--- src/rtl/h14tx_rst_seq.sv ---
// rtl/h14tx_rst_seq.sv - HDMI 1.4 TX clocking-chain reset sequencer (PLL, serializer, pixel pipe)
module h14tx_rst_seq #(
    parameter int PLL_RST_CYCLES      = 16,
    parameter int LOCK_TIMEOUT_CYCLES = 4096,
    parameter int LOCK_STABLE_CYCLES  = 64,
    parameter int SER_GUARD_CYCLES    = 16,
    parameter int MAX_RETRIES         = 3
) (
    input  logic       clk,
    input  logic       rst_n,
    input  logic       pll_lock,
    input  logic       soft_rst,
    output logic       pll_rst,
    output logic       ser_rst_n,
    output logic       pix_rst_n,
    output logic       ready,
    output logic       fault,
    output logic [3:0] retry_cnt
);

    localparam int MAX_A   = (PLL_RST_CYCLES > SER_GUARD_CYCLES) ? PLL_RST_CYCLES : SER_GUARD_CYCLES;
    localparam int MAX_B   = (LOCK_TIMEOUT_CYCLES > LOCK_STABLE_CYCLES) ? LOCK_TIMEOUT_CYCLES : LOCK_STABLE_CYCLES;
    localparam int MAX_CYC = (MAX_A > MAX_B) ? MAX_A : MAX_B;
    localparam int CW      = $clog2(MAX_CYC + 1);

    localparam logic [CW-1:0] PLL_LAST    = CW'(PLL_RST_CYCLES - 1);
    localparam logic [CW-1:0] TIMEOUT_LAST = CW'(LOCK_TIMEOUT_CYCLES - 1);
    localparam logic [CW-1:0] STABLE_LAST = CW'(LOCK_STABLE_CYCLES - 1);
    localparam logic [CW-1:0] GUARD_LAST  = CW'(SER_GUARD_CYCLES - 1);
    localparam logic [CW-1:0] CNT_SAT     = {CW{1'b1}};
    localparam logic [3:0]    RETRY_MAX   = 4'(MAX_RETRIES);

    typedef enum logic [2:0] {
        PLL_RST,
        WAIT_LOCK,
        STABILIZE,
        SER_GUARD,
        RUN,
        FAULT
    } state_t;

    state_t        state_q, state_d;
    logic [CW-1:0] cnt_q, cnt_d;
    logic [3:0]    retry_d, retry_inc;
    logic          lock_meta, lock_s;
    logic          pll_rst_d, ser_rst_n_d, pix_rst_n_d, ready_d, fault_d;

    // Lock is meaningless while the PLL is held in reset, so the synchronizer
    // is flushed then; a stale lock from before the reset can never count.
    always_ff @(posedge clk or negedge rst_n) begin
        if (!rst_n) begin
            lock_meta <= 1'b0;
            lock_s    <= 1'b0;
        end else if (pll_rst) begin
            lock_meta <= 1'b0;
            lock_s    <= 1'b0;
        end else begin
            lock_meta <= pll_lock;
            lock_s    <= lock_meta;
        end
    end

    always_ff @(posedge clk or negedge rst_n) begin
        if (!rst_n) begin
            state_q   <= PLL_RST;
            cnt_q     <= '0;
            retry_cnt <= 4'd0;
            pll_rst   <= 1'b1;
            ser_rst_n <= 1'b0;
            pix_rst_n <= 1'b0;
            ready     <= 1'b0;
            fault     <= 1'b0;
        end else begin
            state_q   <= state_d;
            cnt_q     <= cnt_d;
            retry_cnt <= retry_d;
            pll_rst   <= pll_rst_d;
            ser_rst_n <= ser_rst_n_d;
            pix_rst_n <= pix_rst_n_d;
            ready     <= ready_d;
            fault     <= fault_d;
        end
    end

    assign retry_inc = (retry_cnt >= RETRY_MAX) ? RETRY_MAX : retry_cnt + 4'd1;

    always_comb begin
        state_d = state_q;
        retry_d = retry_cnt;
        cnt_d   = (cnt_q == CNT_SAT) ? cnt_q : cnt_q + 1'b1;

        case (state_q)
            PLL_RST: begin
                if (cnt_q == PLL_LAST) state_d = WAIT_LOCK;
            end
            WAIT_LOCK: begin
                if (lock_s) begin
                    state_d = STABILIZE;
                end else if (cnt_q == TIMEOUT_LAST) begin
                    retry_d = retry_inc;
                    state_d = (retry_inc == RETRY_MAX) ? FAULT : PLL_RST;
                end
            end
            STABILIZE: begin
                if (!lock_s) state_d = WAIT_LOCK;
                else if (cnt_q == STABLE_LAST) state_d = SER_GUARD;
            end
            SER_GUARD: begin
                if (!lock_s) state_d = PLL_RST;
                else if (cnt_q == GUARD_LAST) state_d = RUN;
            end
            RUN: begin
                if (!lock_s) state_d = PLL_RST;
            end
            FAULT: state_d = FAULT;
            default: state_d = PLL_RST;
        endcase

        if (state_d == RUN && state_q != RUN) retry_d = 4'd0;

        if (soft_rst) begin
            state_d = PLL_RST;
            retry_d = 4'd0;
        end

        // Restarting PllRst via soft_rst also restarts its hold time.
        if (soft_rst || state_d != state_q) cnt_d = '0;
    end

    // Outputs decode the next state so they flip on the same edge as the state.
    always_comb begin
        pll_rst_d   = 1'b0;
        ser_rst_n_d = 1'b0;
        pix_rst_n_d = 1'b0;
        ready_d     = 1'b0;
        fault_d     = 1'b0;
        case (state_d)
            PLL_RST:   pll_rst_d = 1'b1;
            SER_GUARD: ser_rst_n_d = 1'b1;
            RUN: begin
                ser_rst_n_d = 1'b1;
                pix_rst_n_d = 1'b1;
                ready_d     = 1'b1;
            end
            FAULT: begin
                pll_rst_d = 1'b1;
                fault_d   = 1'b1;
            end
            default: ;
        endcase
    end

endmodule
--- config.mk ---
export PLATFORM = sky130hd
export DESIGN_NAME = h14tx_rst_seq
export DESIGN_NICKNAME = d
export VERILOG_FILES = /design/src/rtl/h14tx_rst_seq.sv
export SDC_FILE = /design/constraint.sdc
export NUM_CORES = 1
export LEC_CHECK = 0
export ABC_AREA = 1
export CAP_MARGIN = 30
export CORE_MARGIN = 1.5
export CORE_UTILIZATION = 55
export CTS_BUF_LIST = sky130_fd_sc_hd__clkbuf_8
export DETAILED_ROUTE_END_ITERATION = 10
export GPL_ROUTABILITY_DRIVEN = 0
export HOLD_SLACK_MARGIN = 0.15
export PLACE_DENSITY = 0.89
export REMOVE_ABC_BUFFERS = 1
export SLEW_MARGIN = 20
export SYNTH_ARGS = -nofsm -noshare
export SYNTH_HDL_FRONTEND = slang
export SYNTH_SLANG_ARGS = --single-unit
--- constraint.sdc ---
create_clock -name clk -period 3.4 [get_ports clk]
set_clock_uncertainty 0.05 [all_clocks]
set_input_delay 0.34 -clock clk [delete_from_list [all_inputs] [get_ports clk]]
set_output_delay 0.34 -clock clk [all_outputs]
set_load 0.05 [all_outputs]
-- Word level (Yosys, flattened, before mapping)
Index checks and enable logic that the tools add are counted.
- flip-flop bits (word level): 26
- latch bits: 0
- bits in writable memories: 0
- ROM bits: 0
- input port bits: 4
- logic and storage cells: 64
- memories kept: 0
- $add $sub $neg: 2
- $mul: 0
- divide/modulo/power cells: 0
- order comparisons: 1
- equality and inequality tests: 18
- shift operators: 0
- muxes and demuxes: 25
- bitwise gates (word level): 0
- reductions and logical operators: 9
- operators by type and width (operator ; count):
    $mux 3 ; 10
    $mux 13 ; 2
    $mux 4 ; 6
    $pmux 3 s6 ; 1
    $eq 3x3->1 const B ; 5
    $add 13x1->13 const B ; 1
    $eq 13x12->1 const B ; 1
    $eq 13x13->1 const B ; 1
    $eq 13x4->1 const B ; 1
    $eq 13x6->1 const B ; 1
    $eq 3x2->1 const B ; 3
    $logic_not 3->1 ; 2
    $mux 1 ; 6
    $reduce_bool 3->1 ; 2
    $add 4x1->4 const B ; 1
    $eq 4x2->1 const B ; 1
    $ge 4x2->1 const B ; 1
    $reduce_or 2->1 ; 2
    $eq 3x1->1 const B ; 1
    $ne 3x2->1 const B ; 1
    $ne 3x3->1 ; 1
    $ne 3x3->1 const B ; 1
    $reduce_and 3->1 ; 1
    $ne 2x1->1 const B ; 1
    2 further kinds ; 2

-- Depth between registers and ports, before layout
Gate-level depths: netlist of the first run.
- depth in word-level cells: 11
- mapped depth: 14
- mapped depth without buffers: 13

-- Least setup slack after synthesis of the first run
Ideal clock, no wire load.
- path type: register -> register
- start point: register retry_cnt[0]
- end point: register cnt_q[3]
- library setup time: 0.069 ns
- data arrival time: 1.907 ns
- data required time: 3.281 ns
- setup slack: 1.374 ns
- stages on the path, launching flop included: 13
- path through: dfrtp_1 -> ha_1 -> nand3b_1 -> nand2_1 -> nand3_2 -> nand2_1 -> nand3_2 -> nand2_1 -> nand2_1 -> nand2_1 -> nand2_2 -> buf_6 -> nor2_2
- longest elaborated chain between the ends: 11
- RTL lines (what ; RTL line ; RTL):
    start, declared ; 18 ; output logic [3:0] retry_cnt
    start signal, assigned ; 76 ; retry_cnt <= retry_d;
    $add 4x1->4 or $ge 4x2->1 (tied branches) ; 85 ; assign retry_inc = (retry_cnt >= RETRY_MAX) ? RETRY_MAX : retry_cnt + 4'd1;
    $mux 4 (*) ; 85 ;
    $eq 4x2->1 (*) ; 101 ; state_d = (retry_inc == RETRY_MAX) ? FAULT : PLL_RST;
    $mux 3 (*) ; 101 ;
    $mux 3 (*) ; 99 ; end else if (cnt_q == TIMEOUT_LAST) begin
    $mux 3 (*) ; 97 ; if (lock_s) begin
    $pmux 3 s6 (*) ; 92 ; case (state_q)
    $mux 3 (*) ; 121 ; if (soft_rst) begin
    $ne 3x3->1 (*) ; 127 ; if (soft_rst || state_d != state_q) cnt_d = '0;
    $logic_or 1x1->1 (*) ; 127 ;
    $ne 2x1->1 (no source line) or $mux 13 (tied branches) ; n/a ;
    end signal, assigned ; 75 ; cnt_q <= cnt_d;
    end, declared ; 43 ; logic [CW-1:0] cnt_q, cnt_d;
Every way passes the cells marked *; elsewhere a longest branch is shown, timed or not.
A chain may end at the register's enable or synchronous reset.

-- Final worst setup path of the first run
- start point: register cnt_q[0]
- end point: register cnt_q[7]
- longest elaborated chain between the ends: 8
- RTL lines (what ; RTL line):
    $eq 13x4->1 (tied with other cells) ; 94, 110
    $mux 3 (on tied branches) ; 110, 106, 99
    $mux 3 (on tied branches) ; 109, 105, 97
    $pmux 3 s6 ; 92
    $mux 3 ; 121
    $ne 3x3->1 ; 127
    $logic_or 1x1->1 ; 127
    $ne 2x1->1 (no source line) or $mux 13 (tied branches) ; n/a
Parallel ways exist; a longest one is shown, timed or not. The select of a mux whose other input is x is not followed.

==> out/results.txt, run 1 <==
Multi-input logic area: 676.9 um2
Clk buf depth: 2
Clk sinks: 26
All-Layer GR Usage: 21.40%
Cell Area, Synth: 1480 um2
Clock-pin slew on the worst setup and hold paths: 0.09 ns
Grt met2 use: 33.53%
DRT iter0 DRCs: 40
Post-CTS Setup Bufs: 0
Synth area leader: dfrtp_1
Synth top area cells: dfrtp_1, nand2_1, inv_1
Starting density of the core: 58.68%
Fin crit share: 65.04%
Final worst slack: 1.189 ns
Distinct cells, synth: 25
Largest net degree at the start of global routing: 16
Fin cells: 244
Register share of total power: 52.4%
Count of pins over their slew limit: 0
Setup crit start kind: flop
Sequential cell area fraction in the yosys report: 44.04%
Synth warn: 0
Fraction of layout cells with a size suffix above 1: 10.75%
Power Density: 353.0 nW/um2
Measured slew at the worst slew-check pin: 0.5607 ns
Final nets: 221
Post-synth top cells: nand2_1, inv_1, nor2_1
Cell-internal power: 0.4799 mW
Post-synthesis async set-or-reset flop share: 100.0%
CTS resizes: 0
Number of diodes: 0
Placed Instances: 240
Max IR drop VDD: 0.2434 mV
CP Capture Type: flop
Hold_buf cts: 0
Kind of critical path: flop to flop
Max-cap viol count: 0
Initial DRT Pass Iterations: 4
Layout Cell Area excl Fill: 1700 um2
Psw: 0.1203 mW
Endpoints failing hold: 0
Leakage: 0.8508 nW
TritonCTS buffer count: 3
CP Max Fanout: 5
RSZ-0062 raised after global routing: false
CTS tree: done
Setup violators final: 0
Die width: 54.88 um
Grt total ovfl: 0
Top-area cell type share of the netlist area: 42.27%
Logic pwr share: 4.5%
GR peak layer: met2
WL final: 2.702 mm
Area growth syn-to-layout: 14.88%
Syn Inst Count: 200
Max-Slew Margin vs Limit: 62.50%
Met3 usage: 3.279%
H-tree Lvls: 1
Status: complete, no violations
R2R Path Start: cnt_q[0]
Vias per cell: 5.303
Core Util, Final: 67.41%
Count leader, synth: nand2_1
Synthesized area per cell: 7.401 um2
First-pass GRT wire length: 4.636 mm
Met1 GRT Util: 29.83%
IO Pins: 13
Setup crit start: cnt_q[0]
Die Height: 54.88 um
DRC: 0
# rows: 18
Port bufs: 12
Setup TNS: 0 ns
CTS root buf: clkbuf_8
Register Area: 651.9 um2
Worst Hold Slack: 0.3683 ns
Initial antenna violation count: 0
Place WS: 1.281 ns
Fill cell count: 207
Area post-placement: 1629 um2
Clk_lat worst skew: 0.27 ns
Clock group share of total power: 43.2%
Placed wire-length estimate: 2.025 mm
Main synth FF type: dfrtp_1
Wire per inst: 11.07 um
Critical Path AT: 2.37 ns
Die area: 3011 um2
Total power: 0.6002 mW
DR vias: 1294
Min Clock Period, post-route: 2.211 ns
Fmax: 452.2 MHz
Core area: 2522 um2
EDFF count, synth: 0
Final ANT Viol Nets: 0
WP data required: 3.56 ns
Vias in the first global route: 1128
FF+latch count, synth: 26
Switching portion of total power: 20.05%
Hold Crit Class: input port to asynchronous set/reset pin
## metal layers
| metal | routed length, um | part of all wire (%) | up-vias |
|---|---|---|---|
| li1 | - | - | 649 |
| met1 | 1285 | 48 | 614 |
| met5 | 0 | 0 | - |
| met4 | 40 | 1.5 | 0 |
| met2 | 1272 | 47 | 26 |
| met3 | 104 | 3.8 | 5 |
## worst max-delay path: stages, from the launching register on
cell and delay (ns):
dfrtp_1 0.41, ha_1 0.22, nand3_1 0.14, inv_1 0.10, nand2_2 0.11, nor2_4 0.05, nand2_1 0.18, nand3_1 0.15
nor2_1 0.27, inv_1 0.10, o21ai_0 0.18, nand2_1 0.08, nor2_2 0.09
## logic make-up (layout without fill, tap and decap cells)
family	Yosys count	after routing	synth area share, %
and+or+nand+nor	120	120	37.36
DFF	26	26	44.04
muxes	1	1	0.6763
xor gates and xnor gates	3	3	1.775
buffers and inverters	37	51	10.23
AOI/OAI and AO/OA	11	11	4.227
adders and majority gates	2	2	1.690
## layout by cell type, fill, tap and decap left out, types with 3 or more instances in the layout
cell / synthesis / final
nand2_1: 49 / 49
inv_1: 34 / 34
nor2_1: 26 / 26
dfrtp_1: 25 / 25
nand3_1: 21 / 21
clkdlybuf4s50_1: 0 / 12
nor2_2: 10 / 10
o21ai_0: 6 / 6
nand2_2: 3 / 3
nand4_1: 3 / 3
clkbuf_8: 0 / 3
## worst paths after layout
check / to / slack, ns / cells after the start
setup / recovery: cnt_q[7] / 1.19 / 12
hold / removal: cnt_q[11] / 0.37 / 1
setup reg to reg: cnt_q[7] / 1.19 / 12
hold reg to reg: lock_s / 0.42 / 2
max in group asynchronous: pll_rst / 2.36 / 2
min in group clk: lock_s / 0.42 / 2
## power by group through the flow
stage	clock network [mW]	logic (mW)	registers (mW)
2_1_floorplan	0	0.0133	0.320
3_3_place_gp	0	0.0247	0.320
3_5_place_dp	0	0.0276	0.321
4_1_cts	0.262	0.0278	0.314
5_1_grt	0.273	0.0304	0.315
6_report	0.259	0.0267	0.314
## state kept, by name (all words and copies together), names as in the netlist
signal,flops
cnt_q,13
fault,1
lock_meta,1
lock_s,1
pll_rst,1
ready,1
retry_cnt,4
ser_rst_n,1
state_q,3
## area by class of cell
cell class / count / share of cell area [%]
Clock buffer: 3 / 2.428
Tap cell: 30 / 2.208
Multi-Input combinational cell: 137 / 39.81
Timing Repair Buffer: 13 / 7.947
Sequential cell: 26 / 38.34
Inverter: 34 / 7.505
Clock inverter: 1 / 1.766
Power figures use the tool's default switching activity.
==> inputs of run 2 (changes only) <==
- CORE_UTILIZATION: 55 -> 53
- clock period: 3.4 -> 2 ns (I/O delays scaled with it)
==> out/results.txt, run 2 (synthesis gave the netlist of run 1 again) <==
Die area: 3119 um2
Port bufs: 12
Worst Hold Slack: 0.2334 ns
Vias in the first global route: 1172
Max-cap viol count: 0
Clock-pin slew on the worst setup and hold paths: 0.10 ns
Clk_lat worst skew: 0.27 ns
Max FFs per register: 13
Initial DRT Pass Iterations: 4
IO Pins: 13
Hold Crit Class: input port to asynchronous set/reset pin
Max IR drop VDD: 0.6673 mV
Setup violators final: 0
Hold_buf cts: 0
Multi-input logic area: 747.0 um2
Die Height: 55.85 um
Vias per cell: 5.172
DRT iter0 DRCs: 39
Grt total ovfl: 0
CTS tree: done
Status: complete, no violations
Measured slew at the worst slew-check pin: 0.4957 ns
Crit path buf inv count: 2
DR vias: 1324
Wire per inst: 11.68 um
Area growth syn-to-layout: 25.95%
Critical path's top delay family: simple AND/OR/NAND/NOR gates
TritonCTS buffer count: 3
Largest net degree at the start of global routing: 27
Psw: 0.2031 mW
Most used cell, CP: nand2_1
Final ANT Viol Nets: 0
Setup crit start: cnt_q[1]
Die width: 55.85 um
Clk sinks: 26
Power Density: 549.2 nW/um2
Fill cell count: 189
CTS root buf: clkbuf_8
WP data required: 2.16 ns
Clk buf depth: 2
Register Area: 653.1 um2
Kind of critical path: flop to flop
Starting density of the core: 57.65%
CP Max Fanout: 4
Biggest register: cnt_q
CP Capture Type: flop
Register share of total power: 52.3%
All-Layer GR Usage: 18.63%
Critical-path top delay cell: dfrtp_1
# rows: 18
Number of diodes: 0
Cell-internal power: 0.8208 mW
Min Clock Period, post-route: 1.928 ns
Count of pins over their slew limit: 0
First-pass GRT wire length: 4.809 mm
Commonest non-fill, non-tap cell in the layout: nand2_1
Fraction of layout cells with a size suffix above 1: 21.68%
Setup crit start kind: flop
Leakage: 0.9190 nW
R2R Path Start: cnt_q[1]
Switching portion of total power: 19.84%
CP max stage delay: 0.41 ns
Final nets: 233
Core Util, Final: 72.61%
H-tree Lvls: 1
Initial antenna violation count: 0
RSZ-0062 raised after global routing: true
Logic pwr share: 5.4%
WL final: 2.989 mm
Endpoints failing hold: 0
Fmax: 518.7 MHz
Core area: 2567 um2
DRC: 0
Largest regs: cnt_q (13), retry_cnt (4), state_q (3)
Max-Slew Margin vs Limit: 66.85%
Clock group share of total power: 42.3%
Fin crit share: 96.40%
Placed wire-length estimate: 2.040 mm
Critical path, cell by cell: ha_2 > nand3_4 > inv_4 > nand2_4 > nor2_4 > nand2_1 > nand2_1 > nor3_1 > buf_4 > nand3_1 > nand2_1 > nand2_1 > nor2_2
Most frequent cells in the layout: nand2_1, inv_1, dfrtp_1, nor2_1, nand3_1
Critical Path AT: 2.08 ns
## run 2: cell count changes in the layout (fill, tap and decap cells not counted), moves of 2 or more
cell	change
buf_6	+2
nor2_1	-6
nor2_2	+2
nand2_1	-2
nor2_4	+4
nand3_2	+2
nand3_1	-3
buf_4	+11
## run 2: final cells by class
type,instances,share of cell area (%)
Clock buffer,3,2.215
Sequential cell,26,35.03
Inverter,34,6.980
Clock inverter,1,1.611
Multi-Input combinational cell,137,40.07
Tap cell,30,2.013
Timing Repair Buffer,25,12.08
## run 2: layer usage
| metal | GRT usage, % | wire length, um | vias to the layer above |
|---|---|---|---|
| met4 | 5.102 | 42 | 0 |
| met5 | 0 | 0 | - |
| met3 | 2.791 | 89 | 6 |
| met2 | 30.27 | 1448 | 28 |
| li1 | - | - | 670 |
| met1 | 26.13 | 1409 | 620 |
## run 2: worst paths after layout
path                           endpoint  slack, ns  cells past startpoint
hold reg to reg                  lock_s       0.42                      2
min in group clk              lock_meta       0.39                      3
max in group asynchronous       pll_rst       1.38                      2
setup / recovery              cnt_q[10]       0.07                     13
setup reg to reg              cnt_q[10]       0.07                     13
hold / removal             retry_cnt[2]       0.23                      2
## run 2: per-stage QoR
step	std cells	power [mW]	setup TNS [ns]	worst slack, ns	area (um2)
2_1_floorplan	197	0.5668	-0.6383	-0.05855	1456
3_3_place_gp	246	0.5913	0	0.1135	1667
3_5_place_dp	246	0.5937	-0.01961	-0.01035	1667
4_1_cts	250	1.029	0	0.02027	1740
5_1_grt	256	1.061	-0.2526	-0.03332	1864
6_report	256	1.024	0	0.07200	1864
## run 2: worst reg2reg max path, cell delays in order (launching register included)
cell and delay (ns):
dfrtp_1 0.41, ha_2 0.22, nand3_4 0.13, inv_4 0.05, nand2_4 0.07, nor2_4 0.05
nand2_1 0.11, nand2_1 0.12, nor3_1 0.21, buf_4 0.18, nand3_1 0.06, nand2_1 0.06
nand2_1 0.06, nor2_2 0.09
## run 2: timing repair
| action | CTS | global route |
|---|---|---|
| setup buffers | 0 | 6 |
| endpoints found under the setup margin | 2 | 14 |
| pin swaps | 0 | 5 |
| gates resized for setup | 1 | 22 |
## run 2: power groups by stage
stage / Sequential [mW] / Combinational, mW / Clock, mW
2_1_floorplan: 0.544 / 0.0227 / 0
3_3_place_gp: 0.544 / 0.0469 / 0
3_5_place_dp: 0.545 / 0.0486 / 0
4_1_cts: 0.535 / 0.0489 / 0.445
5_1_grt: 0.536 / 0.0616 / 0.464
6_report: 0.535 / 0.0552 / 0.434
==> inputs of run 3 (changes only) <==
- GPL_TIMING_DRIVEN: unset -> 0
==> out/results.txt, run 3 (synthesis gave the netlist of run 1 again) <==
Leakage: 0.8846 nW
Hold Crit Class: input port to flop
CP max stage delay: 0.43 ns
Measured slew at the worst slew-check pin: 0.5715 ns
Setup crit start kind: flop
DR vias: 1360
# rows: 18
Fill cell count: 183
Vias in the first global route: 1242
Die Height: 55.85 um
Max-Slew Margin vs Limit: 61.90%
Max IR drop VDD: 0.4780 mV
CTS root buf: clkbuf_8
Max-cap viol count: 0
Placed wire-length estimate: 1.968 mm
Count of pins over their slew limit: 0
Largest regs: cnt_q (13), retry_cnt (4), state_q (3)
IO Pins: 13
Commonest non-fill, non-tap cell in the layout: nand2_1
DRC: 0
TritonCTS buffer count: 3
Crit path buf inv count: 1
CTS tree: done
Critical path, cell by cell: ha_4 > nand3_4 > inv_4 > nand2_4 > nor2_4 > nand3_2 > nand3_2 > nand2_2 > nand2_1 > nand2_2 > nor2_4 > nand2_4 > nor2_1
Endpoints failing hold: 0
Setup TNS: 0 ns
Largest net degree at the start of global routing: 27
Clock-pin slew on the worst setup and hold paths: 0.09 ns
Placed Instances: 239
Min Clock Period, post-route: 1.937 ns
Power Density: 553.6 nW/um2
Critical Path AT: 2.08 ns
Clk sinks: 26
H-tree Lvls: 1
Initial antenna violation count: 0
Grt total ovfl: 0
Status: complete, no violations
Initial DRT Pass Iterations: 4
Fin crit share: 96.86%
Wire per inst: 12.55 um
Biggest register: cnt_q
Max FFs per register: 13
WP data required: 2.15 ns
Core area: 2567 um2
Critical-path top delay cell: dfrtp_1
CP Capture Type: flop
DRT iter0 DRCs: 55
Die width: 55.85 um
Number of diodes: 0
Multi-input logic area: 808.3 um2
Register Area: 655.6 um2
Starting density of the core: 57.65%
First-pass GRT wire length: 5.271 mm
Final ANT Viol Nets: 0
Fraction of layout cells with a size suffix above 1: 23.85%
Clk buf depth: 2
WL final: 3.112 mm
Setup violators final: 0
Fin cells: 248
CP Max Fanout: 7
Clk_lat worst skew: 0.27 ns
Most frequent cells in the layout: nand2_1, inv_1, dfrtp_1, nor2_1, nand3_1
RSZ-0062 raised after global routing: true
Port bufs: 12
Critical path's top delay family: simple AND/OR/NAND/NOR gates
Worst Hold Slack: 0.3851 ns
Area growth syn-to-layout: 25.02%
Vias per cell: 5.484
Total power: 1.024 mW
Fmax: 516.2 MHz
All-Layer GR Usage: 20.92%
Final nets: 225
Die area: 3119 um2
Kind of critical path: flop to flop
-- run 3: through the flow --
| step | worst slack, ns | util [%] | instance area [um2] |
|---|---|---|---|
| 6_report | 0.06273 | 72.08 | 1851 |
| 3_5_place_dp | -0.1957 | 62.67 | 1609 |
| 2_1_floorplan | -0.05855 | - | 1456 |
| 5_1_grt | -0.05973 | 72.08 | 1851 |
| 4_1_cts | 0.004548 | 67.64 | 1737 |
| 3_3_place_gp | -0.1433 | 62.87 | 1614 |
-- run 3: worst min-delay path, cell delays in order --
cell and delay, ns:
clkdlybuf4s50_1 0.40, inv_1 0.05, nor2_1 0.03
-- run 3: final cells by class --
class	count	area share, %
Tap cell	30	2.028
Clock buffer	3	2.231
Multi-Input combinational cell	138	43.68
Timing Repair Buffer	16	7.978
Inverter	34	7.032
Clock inverter	1	1.623
Sequential cell	26	35.43
-- run 3: final timing paths --
path	cells after the start	slack, ns	endpoint	start
min in group asynchronous	2	0.40	cnt_q[5]	rst_n
min reg2reg	2	0.42	lock_s	lock_meta
max	13	0.06	cnt_q[6]	cnt_q[1]
max in group asynchronous	2	1.09	cnt_q[12]	rst_n
max reg2reg	13	0.06	cnt_q[6]	cnt_q[1]
min	3	0.39	lock_meta	pll_lock
-- run 3: layer usage --
layer / vias up / GRT usage [%] / wire length [um]
li1: 652 / - / -
met1: 656 / 27.71 / 1393
met2: 45 / 35.71 / 1536
met3: 7 / 3.023 / 130
met4: 0 / 6.122 / 52
met5: - / 0 / 0
-- run 3: power by group --
part           switching, mW  leakage (nW)  internal, mW
registers            0.00698         0.352         0.530
clock network          0.163        0.0357         0.268
logic                 0.0340         0.497        0.0219
total                  0.205         0.885         0.820
-- run 3: timing repair --
item,CTS,global route
setup endpoints to repair,13,14
hold buffers,1,0
cloned,1,0
pin swaps,1,10
buffers inserted,0,3
endpoints found under the hold margin,25,0
gates resized for setup,10,28
